===== config.mk =====
export PLATFORM = sky130hd
export DESIGN_NAME = mips_mmio_port
export DESIGN_NICKNAME = d
export VERILOG_FILES = /design/src/rtl/mips_mmio_port_pkg.sv /design/src/rtl/mips_mmio_port_fifo.sv /design/src/rtl/mips_mmio_port.sv
export SDC_FILE = /design/constraint.sdc
export NUM_CORES = 1
export LEC_CHECK = 0
export BUFFER_PORTS_ARGS = -buffer_cell sky130_fd_sc_hd__buf_2
export CORE_ASPECT_RATIO = 1.1
export CORE_MARGIN = 10
export CORE_UTILIZATION = 49
export CTS_CLUSTER_SIZE = 14
export DETAILED_ROUTE_END_ITERATION = 16
export PLACE_DENSITY = 0.74
export SLEW_MARGIN = 10
export SYNTH_ARGS = -nofsm -noshare
export SYNTH_HDL_FRONTEND = slang
export SYNTH_SLANG_ARGS = --single-unit

===== constraint.sdc =====
create_clock -name clk -period 2.6 [get_ports clk]
set_clock_uncertainty 0.05 [all_clocks]
set_input_delay 0.39 -clock clk [delete_from_list [all_inputs] [get_ports clk]]
set_output_delay 0.39 -clock clk [all_outputs]
set_load 0.01 [all_outputs]

===== src/rtl/mips_mmio_port_pkg.sv =====
// Shared definitions for the mips MMIO port: register offsets, STATUS/CTRL bit
// positions and a STATUS packing helper.
package mips_mmio_port_pkg;

    // Register offsets inside the 4-byte window
    typedef enum logic [1:0] {
        OFS_DATA   = 2'd0,
        OFS_STATUS = 2'd1,
        OFS_CTRL   = 2'd2,
        OFS_RESULT = 2'd3
    } mmio_ofs_e;

    // STATUS bit positions
    localparam int unsigned ST_OVF   = 7;
    localparam int unsigned ST_FULL  = 6;
    localparam int unsigned ST_EMPTY = 5;
    localparam int unsigned ST_CNT_W = 4;

    // CTRL bit positions
    localparam int unsigned CTRL_EN = 0;

    // STATUS layout: {ovf, full, empty, 1'b0, count[3:0]}
    function automatic logic [7:0] pack_status(input logic       ovf,
                                               input logic       full,
                                               input logic       empty,
                                               input logic [3:0] cnt);
        logic [7:0] s;
        s           = '0;
        s[ST_OVF]   = ovf;
        s[ST_FULL]  = full;
        s[ST_EMPTY] = empty;
        s[ST_CNT_W-1:0] = cnt;
        return s;
    endfunction

endpackage


===== src/rtl/mips_mmio_port_fifo.sv =====
// Synchronous FIFO for the MMIO output stream. A push on a full FIFO is
// accepted only when a pop happens on the same edge (count stays put).
module mmio_sync_fifo #(
    parameter int unsigned WIDTH = 8,
    parameter int unsigned DEPTH = 4
) (
    input  logic                       clk_i,
    input  logic                       reset_i,
    input  logic                       push_i,
    input  logic [WIDTH-1:0]           data_i,
    input  logic                       pop_i,
    output logic                       push_ok_o,
    output logic                       full_o,
    output logic                       empty_o,
    output logic [$clog2(DEPTH):0]     count_o,
    output logic [WIDTH-1:0]           head_o
);

    localparam int unsigned AW = (DEPTH > 1) ? $clog2(DEPTH) : 1;

    logic [WIDTH-1:0] mem_q [DEPTH];
    logic [AW-1:0]    wr_q, wr_d;
    logic [AW-1:0]    rd_q, rd_d;
    logic [AW:0]      count_q, count_d;
    logic             pop_ok;

    assign full_o    = (count_q == (AW+1)'(DEPTH));
    assign empty_o   = (count_q == '0);
    assign count_o   = count_q;
    assign head_o    = mem_q[rd_q];
    assign push_ok_o = push_i & (~full_o | pop_i);
    assign pop_ok    = pop_i & ~empty_o;

    // Next-state pointers and occupancy; pointers wrap naturally (power-of-2 depth)
    always_comb begin
        wr_d    = wr_q;
        rd_d    = rd_q;
        count_d = count_q;
        if (push_ok_o) wr_d = wr_q + 1'b1;
        if (pop_ok)    rd_d = rd_q + 1'b1;
        case ({push_ok_o, pop_ok})
            2'b10:   count_d = count_q + 1'b1;
            2'b01:   count_d = count_q - 1'b1;
            default: count_d = count_q;
        endcase
    end

    // Pointer/count registers; reset flushes the FIFO
    always_ff @(posedge clk_i) begin
        if (reset_i) begin
            wr_q    <= '0;
            rd_q    <= '0;
            count_q <= '0;
        end else begin
            wr_q    <= wr_d;
            rd_q    <= rd_d;
            count_q <= count_d;
        end
    end

    // Storage write; contents need no reset since count gates visibility
    always_ff @(posedge clk_i) begin
        if (push_ok_o) mem_q[wr_q] <= data_i;
    end

endmodule


===== src/rtl/mips_mmio_port.sv =====
// Memory-side MMIO responder for the mips bus: decodes a 4-byte window,
// holds CTRL/RESULT/ovf state and a registered read mux, and streams
// DATA writes out through a ready/valid FIFO.
module mips_mmio_port
    import mips_mmio_port_pkg::*;
#(
    parameter int unsigned     WIDTH      = 8,
    parameter int unsigned     FIFO_DEPTH = 4,
    parameter logic [WIDTH-1:0] BASE_ADR  = 8'hFC
) (
    input  logic             clk,
    input  logic             reset,
    input  logic [WIDTH-1:0] adr,
    input  logic [WIDTH-1:0] writedata,
    input  logic             memwrite,
    output logic [WIDTH-1:0] rdata,
    output logic             rd_hit,
    output logic [WIDTH-1:0] out_data,
    output logic             out_valid,
    input  logic             out_ready,
    output logic [WIDTH-1:0] result,
    output logic             done
);

    localparam int unsigned CW = $clog2(FIFO_DEPTH) + 1;

    logic             hit;
    mmio_ofs_e        ofs;
    logic             wr_hit;
    logic             push, pop, push_ok;
    logic             full, empty;
    logic [CW-1:0]    count;
    logic [7:0]       status8;

    logic             en_q,     en_d;
    logic             ovf_q,    ovf_d;
    logic             done_q,   done_d;
    logic [WIDTH-1:0] result_q, result_d;
    logic [WIDTH-1:0] last_q,   last_d;
    logic [WIDTH-1:0] rdata_q,  rdata_d;
    logic             rd_hit_q;

    assign hit    = (adr[WIDTH-1:2] == BASE_ADR[WIDTH-1:2]);
    assign ofs    = mmio_ofs_e'(adr[1:0]);
    assign wr_hit = memwrite & hit;

    assign out_valid = ~empty & en_q;
    assign pop       = out_valid & out_ready;
    assign push      = wr_hit & (ofs == OFS_DATA);

    assign status8 = pack_status(ovf_q, full, empty, ST_CNT_W'(count));

    mmio_sync_fifo #(
        .WIDTH (WIDTH),
        .DEPTH (FIFO_DEPTH)
    ) u_fifo (
        .clk_i     (clk),
        .reset_i   (reset),
        .push_i    (push),
        .data_i    (writedata),
        .pop_i     (pop),
        .push_ok_o (push_ok),
        .full_o    (full),
        .empty_o   (empty),
        .count_o   (count),
        .head_o    (out_data)
    );

    // Next-state for control registers and the read mux (reads see pre-edge state)
    always_comb begin
        en_d     = en_q;
        ovf_d    = ovf_q;
        done_d   = done_q;
        result_d = result_q;
        last_d   = last_q;
        rdata_d  = '0;

        if (push_ok)               last_d = writedata;
        if (push && !push_ok)      ovf_d  = 1'b1;
        if (wr_hit) begin
            case (ofs)
                OFS_STATUS: ovf_d = 1'b0;
                OFS_CTRL:   en_d  = writedata[CTRL_EN];
                OFS_RESULT: begin
                    result_d = writedata;
                    done_d   = 1'b1;
                end
                default: ;
            endcase
        end

        if (hit) begin
            case (ofs)
                OFS_DATA:   rdata_d = last_q;
                OFS_STATUS: rdata_d = WIDTH'(status8);
                OFS_CTRL:   rdata_d = WIDTH'(en_q);
                OFS_RESULT: rdata_d = result_q;
                default:    rdata_d = '0;
            endcase
        end
    end

    // Register update with synchronous reset clearing all visible state
    always_ff @(posedge clk) begin
        if (reset) begin
            en_q     <= 1'b0;
            ovf_q    <= 1'b0;
            done_q   <= 1'b0;
            result_q <= '0;
            last_q   <= '0;
            rdata_q  <= '0;
            rd_hit_q <= 1'b0;
        end else begin
            en_q     <= en_d;
            ovf_q    <= ovf_d;
            done_q   <= done_d;
            result_q <= result_d;
            last_q   <= last_d;
            rdata_q  <= rdata_d;
            rd_hit_q <= hit;
        end
    end

    assign rdata  = rdata_q;
    assign rd_hit = rd_hit_q;
    assign result = result_q;
    assign done   = done_q;

endmodule


# Yosys cells after proc, flatten, opt, wreduce, memory -nomap -nowiden
# Memories as Yosys holds them, arrays and structs flattened. A register that Yosys moved wholly into a read port is not among the register bits.
# Index checks and enable logic that the tools add are counted.
# totals
reg_bits,35
ram_bits,32
input_bits,20
out_inout_bits,27
word_cells,49
memories,1
# memory_table
name,words,width,rd,rd_ports_with_merged_regs,write_ports,line_no,rtl
u_fifo.mem_q,4,8,1,1,1,mips_mmio_port_fifo.sv:21,logic [WIDTH-1:0] mem_q [DEPTH];
# op_classes
addsub,4
n_eq_ne,7
n_mux,9
bitwise,10
n_reduce_logical,8
# op_table
operator,count
8-bit one-hot mux with 4 select lines,1
1-bit bitwise AND,6
2-bit equality test (second input constant),3
6-bit equality test (second input constant),1
3-bit one-hot mux with 2 select lines,1
1-bit two-way mux,5
2-bit by 1-bit adder with 2-bit output (second input constant),2
2-bit by 1-bit equality test with 1-bit output (second input constant),2
2-bit two-way mux,2
2-bit AND reduction,2
3-bit by 1-bit adder with 3-bit output (second input constant),1
3-bit equality test (second input constant),1
3-bit zero test,1
1-bit NOT,3
3-bit by 1-bit subtractor with 3-bit output (second input constant),1
2-bit zero test,1
2-bit nonzero test,1
2-bit OR reduction,1
1-bit logical AND,1
1-bit zero test,1
1-bit OR,1

# Logic depth before layout (Yosys ltp)
# depth
ltp_word,11
ltp_mapped,11
mapped_depth_nobuf,9

# Hierarchy
# A second synthesis with hierarchy kept.
# hier_totals
hier_cells,213
hier_area_um2,2875.3
# by_module_without_submodules
module,instances,cells_per_inst,area_each_um2,seq_area_each_um2
mmio_sync_fifo,1,96,1644.1,1141.1
mips_mmio_port,1,117,1231.2,560.5

# Least setup slack after synthesis
# No wires, ideal clock.
# synth_timing
path_type,input port to flip-flop
startpoint,input adr[1]
endpoint,"register u_fifo.count_q[2], in the netlist u_fifo.count_o[2]"
setup_ps,70
arrival_time_ps,2376
t_required_ps,2480
setup_slack_ps,104
stages,11
path_buffers,2
path_cell_list,buf_4 > or2_1 > a2111oi_4 > buf_6 > inv_1 > ha_1 > inv_1 > fa_1 > xor2_1 > or3_1 > a21oi_1
# synth_between
elab_chain_len,5
elab_cells_between_ends,7
cone_classes,eq/ne (2); mux (1); bitwise (2); reduce/logical (2)
# synth_rtl
item,line_no,rtl
"start, declared",mips_mmio_port.sv:13,"input logic [WIDTH-1:0] adr,"
2-bit zero test (*),mips_mmio_port.sv:49,assign push = wr_hit & (ofs == OFS_DATA);
1-bit bitwise AND (*),mips_mmio_port.sv:49,
1-bit bitwise AND (*),mips_mmio_port_fifo.sv:31,assign push_ok_o = push_i & (~full_o | pop_i);
2-bit by 1-bit equality test with 1-bit output or 2-bit equality test (tied branches),mips_mmio_port_fifo.sv:41,"case ({push_ok_o, pop_ok})"
3-bit one-hot mux with 2 select lines or 2-bit nonzero test (tied branches),--,
"end signal, assigned",mips_mmio_port_fifo.sv:57,count_q <= count_d;
"end, declared",mips_mmio_port_fifo.sv:24,"logic [AW:0] count_q, count_d;"
# Mark *: on every way between the ends. The rest lies on a longest branch, timed or not.
# A chain may end at the register's enable or synchronous reset.

# Worst setup path in the final report
# layout_timing
startpoint,"register u_fifo.count_q[1], in the netlist u_fifo.count_o[1]"
endpoint,"register u_fifo.count_q[2], in the netlist u_fifo.count_o[2]"
# layout_between
elab_chain_len,8
elab_cells_between_ends,15
cone_classes,add/sub (2); eq/ne (3); mux (1); bitwise (7); reduce/logical (2)
# layout_rtl
item,line_no,rtl
3-bit zero test,mips_mmio_port_fifo.sv:28,assign empty_o = (count_q == '0);
1-bit NOT,"mips_mmio_port_fifo.sv:32, mips_mmio_port.sv:47",
1-bit bitwise AND,mips_mmio_port.sv:47,assign out_valid = ~empty & en_q;
1-bit bitwise AND,mips_mmio_port.sv:48,assign pop = out_valid & out_ready;
1-bit OR,mips_mmio_port_fifo.sv:31,
1-bit bitwise AND,mips_mmio_port_fifo.sv:31,
2-bit by 1-bit equality test with 1-bit output or 2-bit equality test (tied branches),mips_mmio_port_fifo.sv:41,
3-bit one-hot mux with 2 select lines or 2-bit nonzero test (tied branches),--,
# Several ways; a longest one is shown, not always the timed one.

==> summary.txt <==
Worst setup path
  – WP data arrival: between 2 and 3 ns
  – Reg2Reg Setup Slack: roughly 0.26 ns
  – Worst-case reg-to-reg path depth: 10
  – WP data required: ~2.8 ns
  – CP Max Fanout: 6
  – R2R Path End: u_fifo.count_o[2]$_SDFFE_PP0P_
  – CP Launch Type: flop
  – RR Startpoint: u_fifo.count_o[1]$_SDFFE_PP0P_
  – Setup CP Type: reg2reg
  – Endpoint kind of the worst setup timing path: flop

Clocking
  – CTS Buf Count: 9
  – CTS tree: yes
  – # resized after CTS: 0
  – Setup Fix Bufs, Post-CTS: 0
  – Clock sink count: about 70
  – Clock Latency Late Sink: ~0.34 ns
  – Clock tree buffer depth: 2
  – Clock slew at reported path FFs: ~0.070 ns
  – Clock root buffer: clkbuf_8
  – H-tree lvl count: 3
  – Hold buffers post-CTS: 0

Route
  – 1st-iter DRT viols: 73
  – Final WL: 5351 um
  – Wire per inst: ~16 um
  – Drt pass-1 iters: 4
  – DR vias/cell: approximately 5.1
  – Drc violations: 0
  – Via count: about 1700
  – Final ANT Viol Nets: 0

Global routing
  – Gr ovfl total: 0
  – Global-route usage over all layers: between 10 and 15%
  – First-pass GRT wire length: roughly 9000 um
  – Vias in the first global route: roughly 1800
  – Pin count of the biggest net entering global routing: 29
  – Antenna violations before repair: 0

Placement
  – DP Area: 3062 sq um
  – Detail Placement HPWL: ~3700 um
  – Port Buf Inserts: 46
  – GP Congestion: 0.7947
  – Worst slack, placed: approximately 0.26 ns
  – Placed Instances: 320

Final layout
  – Final core occ: between 60 and 70%
  – Final non-filler cell total: about 340
  – Final net count: approximately 280
  – Design Area, Final: 3249 sq um
  – # diodes: 0
  – Layout cells sized above 1: a little under a third
  – Area grow syn2layout: 19.02%

Die
  – Rows: 28
  – Die Ht: roughly 98 um
  – I/O pin count: 47
  – Core box area: between 5000 and 6000 sq um
  – Die ar.: about 9000 sq um
  – Die Width: about 91 um
  – Initial Utilization: 50.60%

Worst hold path
  – Hold path cells: 1
  – Worst min path class: in2reg
  – Hold endpoint: u_fifo.mem_q[2][3]$_DFFE_PP_
  – Hold path start: writedata[3]

Synth
  – Syn Area/Cell: between 10 and 15 sq um
  – #FFs+latches synth: 69
  – Synth Cell Area: ~2700 sq um
  – Synth Instances: about 200
  – Post-synthesis cell type count: 35
  – YS warnings: 0
  – Seq/Total Area, Yosys: 62.33%
  – Syn_nets: between 200 and 250

Power and ir drop
  – Register share of total power: 55.9%
  – Internal Pwr Total: roughly 1.6 mW
  – Sw frac: around 20%
  – Leak Pwr: between 1 and 1.5 nW
  – Combinational share of power: about 2.7%
  – Peak VDD IR: between 300 and 400 uV
  – Switching pwr: 0.4041 mW
  – Pwr Total: slightly above 2 mW
  – Clock Power Share: roughly two fifths
  – P per Cell Area: between 600 and 700 nW/um^2

STA
  – Setup total negative slack: 0 ns
  – # setup viols final: 0
  – Hold_ws: between 0.2 and 0.3 ns
  – Pins Over Slew Limit: 0
  – Least-Margin Pin Slew: ~0.53 ns
  – Worst setup margin: ~0.26 ns
  – Relative max-transition margin: 64.98%
  – Unrepaired setup endpoints after global routing: no
  – Max Freq: approximately 0.43 GHz
  – Final period util: 89.94%
  – Post-route minimum period: approximately 2.3 ns
  – Hold Vio Cnt, Final: 0

Job
  – Maxcap violations: 0

Status
  – Outcome: finished clean
[registers in the layout (all words and copies together), names as in the netlist, named ones only]
name	flops
done	1
en_q	1
last_q	8
ovf_q	1
rd_hit	1
rdata	8
result	8
u_fifo.count_o	3
u_fifo.mem_q	32
u_fifo.rd_q	2
u_fifo.wr_q	2
[critical path, stage by stage, from the launching register on]
cell and delay, ns:
dfxtp_1 0.36, nor3b_1 0.30, buf_4 0.20, a2111oi_4 0.07, inv_1 0.08, ha_1 0.18, inv_1 0.06, fa_1 0.37
xor2_1 0.16, or3_1 0.30, a21oi_1 0.14
[cell usage in the layout, fill, tap and decap left out, drive strengths merged]
| cell type | synthesis | layout |
|---|---|---|
| a2111oi | 1 | 1 |
| a211oi | 1 | 1 |
| a21oi | 5 | 5 |
| a22oi | 2 | 2 |
| a2bb2oi | 2 | 2 |
| a31oi | 1 | 1 |
| and2 | 5 | 5 |
| buf | 6 | 54 |
| bufinv | 0 | 1 |
| clkbuf | 5 | 14 |
| clkinv | 0 | 1 |
| dfxtp | 37 | 37 |
| edfxtp | 32 | 32 |
| fa | 1 | 1 |
| ha | 5 | 5 |
| inv | 7 | 7 |
| mux2i | 23 | 23 |
| mux4 | 9 | 9 |
| nand2 | 3 | 3 |
| nand3 | 1 | 1 |
| nand4 | 1 | 1 |
| nor2 | 38 | 38 |
| nor2b | 2 | 2 |
| nor3 | 2 | 2 |
| nor3b | 2 | 2 |
| nor4b | 1 | 1 |
| o21ai | 1 | 1 |
| o311a | 1 | 1 |
| or2 | 1 | 1 |
| or3 | 2 | 2 |
| xnor2 | 2 | 2 |
| xor2 | 3 | 3 |
[power by group through the flow]
stage,Combinational [mW],Clock [mW],Sequential [mW]
2_1_floorplan,0.0237,0,1.16
3_3_place_gp,0.0530,0,1.16
3_5_place_dp,0.0540,0,1.16
4_1_cts,0.0543,0.852,1.13
5_1_grt,0.0598,0.900,1.13
6_report,0.0541,0.839,1.13
[area by class of cell]
type | instances | area [sq um]
multi-input combinational | 115 | 949.7
clock inverter | 2 | 35.03
sequential | 69 | 1702
tap | 75 | 93.84
timing repair buffer | 54 | 290.3
clock buffer | 14 | 152.6
inverter | 7 | 26.28
fill | 477 | 2146
[routing by layer]
layer	wire (um)	GRT usage (%)	up-vias
li1	-	-	831
met1	2423	14.96	815
met2	2404	18.85	45
met3	404	5.972	11
met4	119	6.152	0
met5	0	0	-
[cell families after synthesis]
kind of cell / share of synthesized area [%]
flops: 62.33
simple gates: 9.762
mux: 15.99
buf+inv: 3.071
compound gates: 4.216
fa+ha+maj: 3.025
xor+xnor: 1.604
[worst max path at each step]
stage	startpoint	end	slack (ns)	cells after the start
after floorplan	adr[1]	u_fifo.count_o[2]$_SDFFE_PP0P_	0.10	11
after detailed placement	adr[5]	u_fifo.count_o[2]$_SDFFE_PP0P_	0.26	10
after CTS	u_fifo.count_o[1]$_SDFFE_PP0P_	u_fifo.count_o[2]$_SDFFE_PP0P_	0.23	10
after global routing	u_fifo.count_o[1]$_SDFFE_PP0P_	u_fifo.count_o[2]$_SDFFE_PP0P_	0.14	10
final	u_fifo.count_o[1]$_SDFFE_PP0P_	u_fifo.count_o[2]$_SDFFE_PP0P_	0.26	10
after global placement	adr[5]	u_fifo.count_o[2]$_SDFFE_PP0P_	0.33	10
[synth_stat cells (all sizes together)]
master / n / share of area (%)
nor4b: 1 / 0.32
nand3: 1 / 0.18
mux4: 9 / 7.6
o21ai: 1 / 0.18
a211oi: 1 / 0.28
xnor2: 2 / 0.64
nor2b: 2 / 0.46
dfxtp: 37 / 27
mux2i: 23 / 8.4
a2111oi: 1 / 1.0
fa: 1 / 0.73
a31oi: 1 / 0.23
nor3b: 2 / 0.55
or2: 1 / 0.23
buf: 6 / 1.4
clkbuf: 5 / 0.69
xor2: 3 / 0.96
o311a: 1 / 0.41
a2bb2oi: 2 / 0.64
inv: 7 / 0.96
a22oi: 2 / 0.55
nor3: 2 / 0.37
edfxtp: 32 / 35
nand2: 3 / 0.41
and2: 5 / 1.3
nand4: 1 / 0.23
nor2: 38 / 5.2
ha: 5 / 2.3
or3: 2 / 0.46
a21oi: 5 / 0.92
Power figures use the tool's default switching activity.
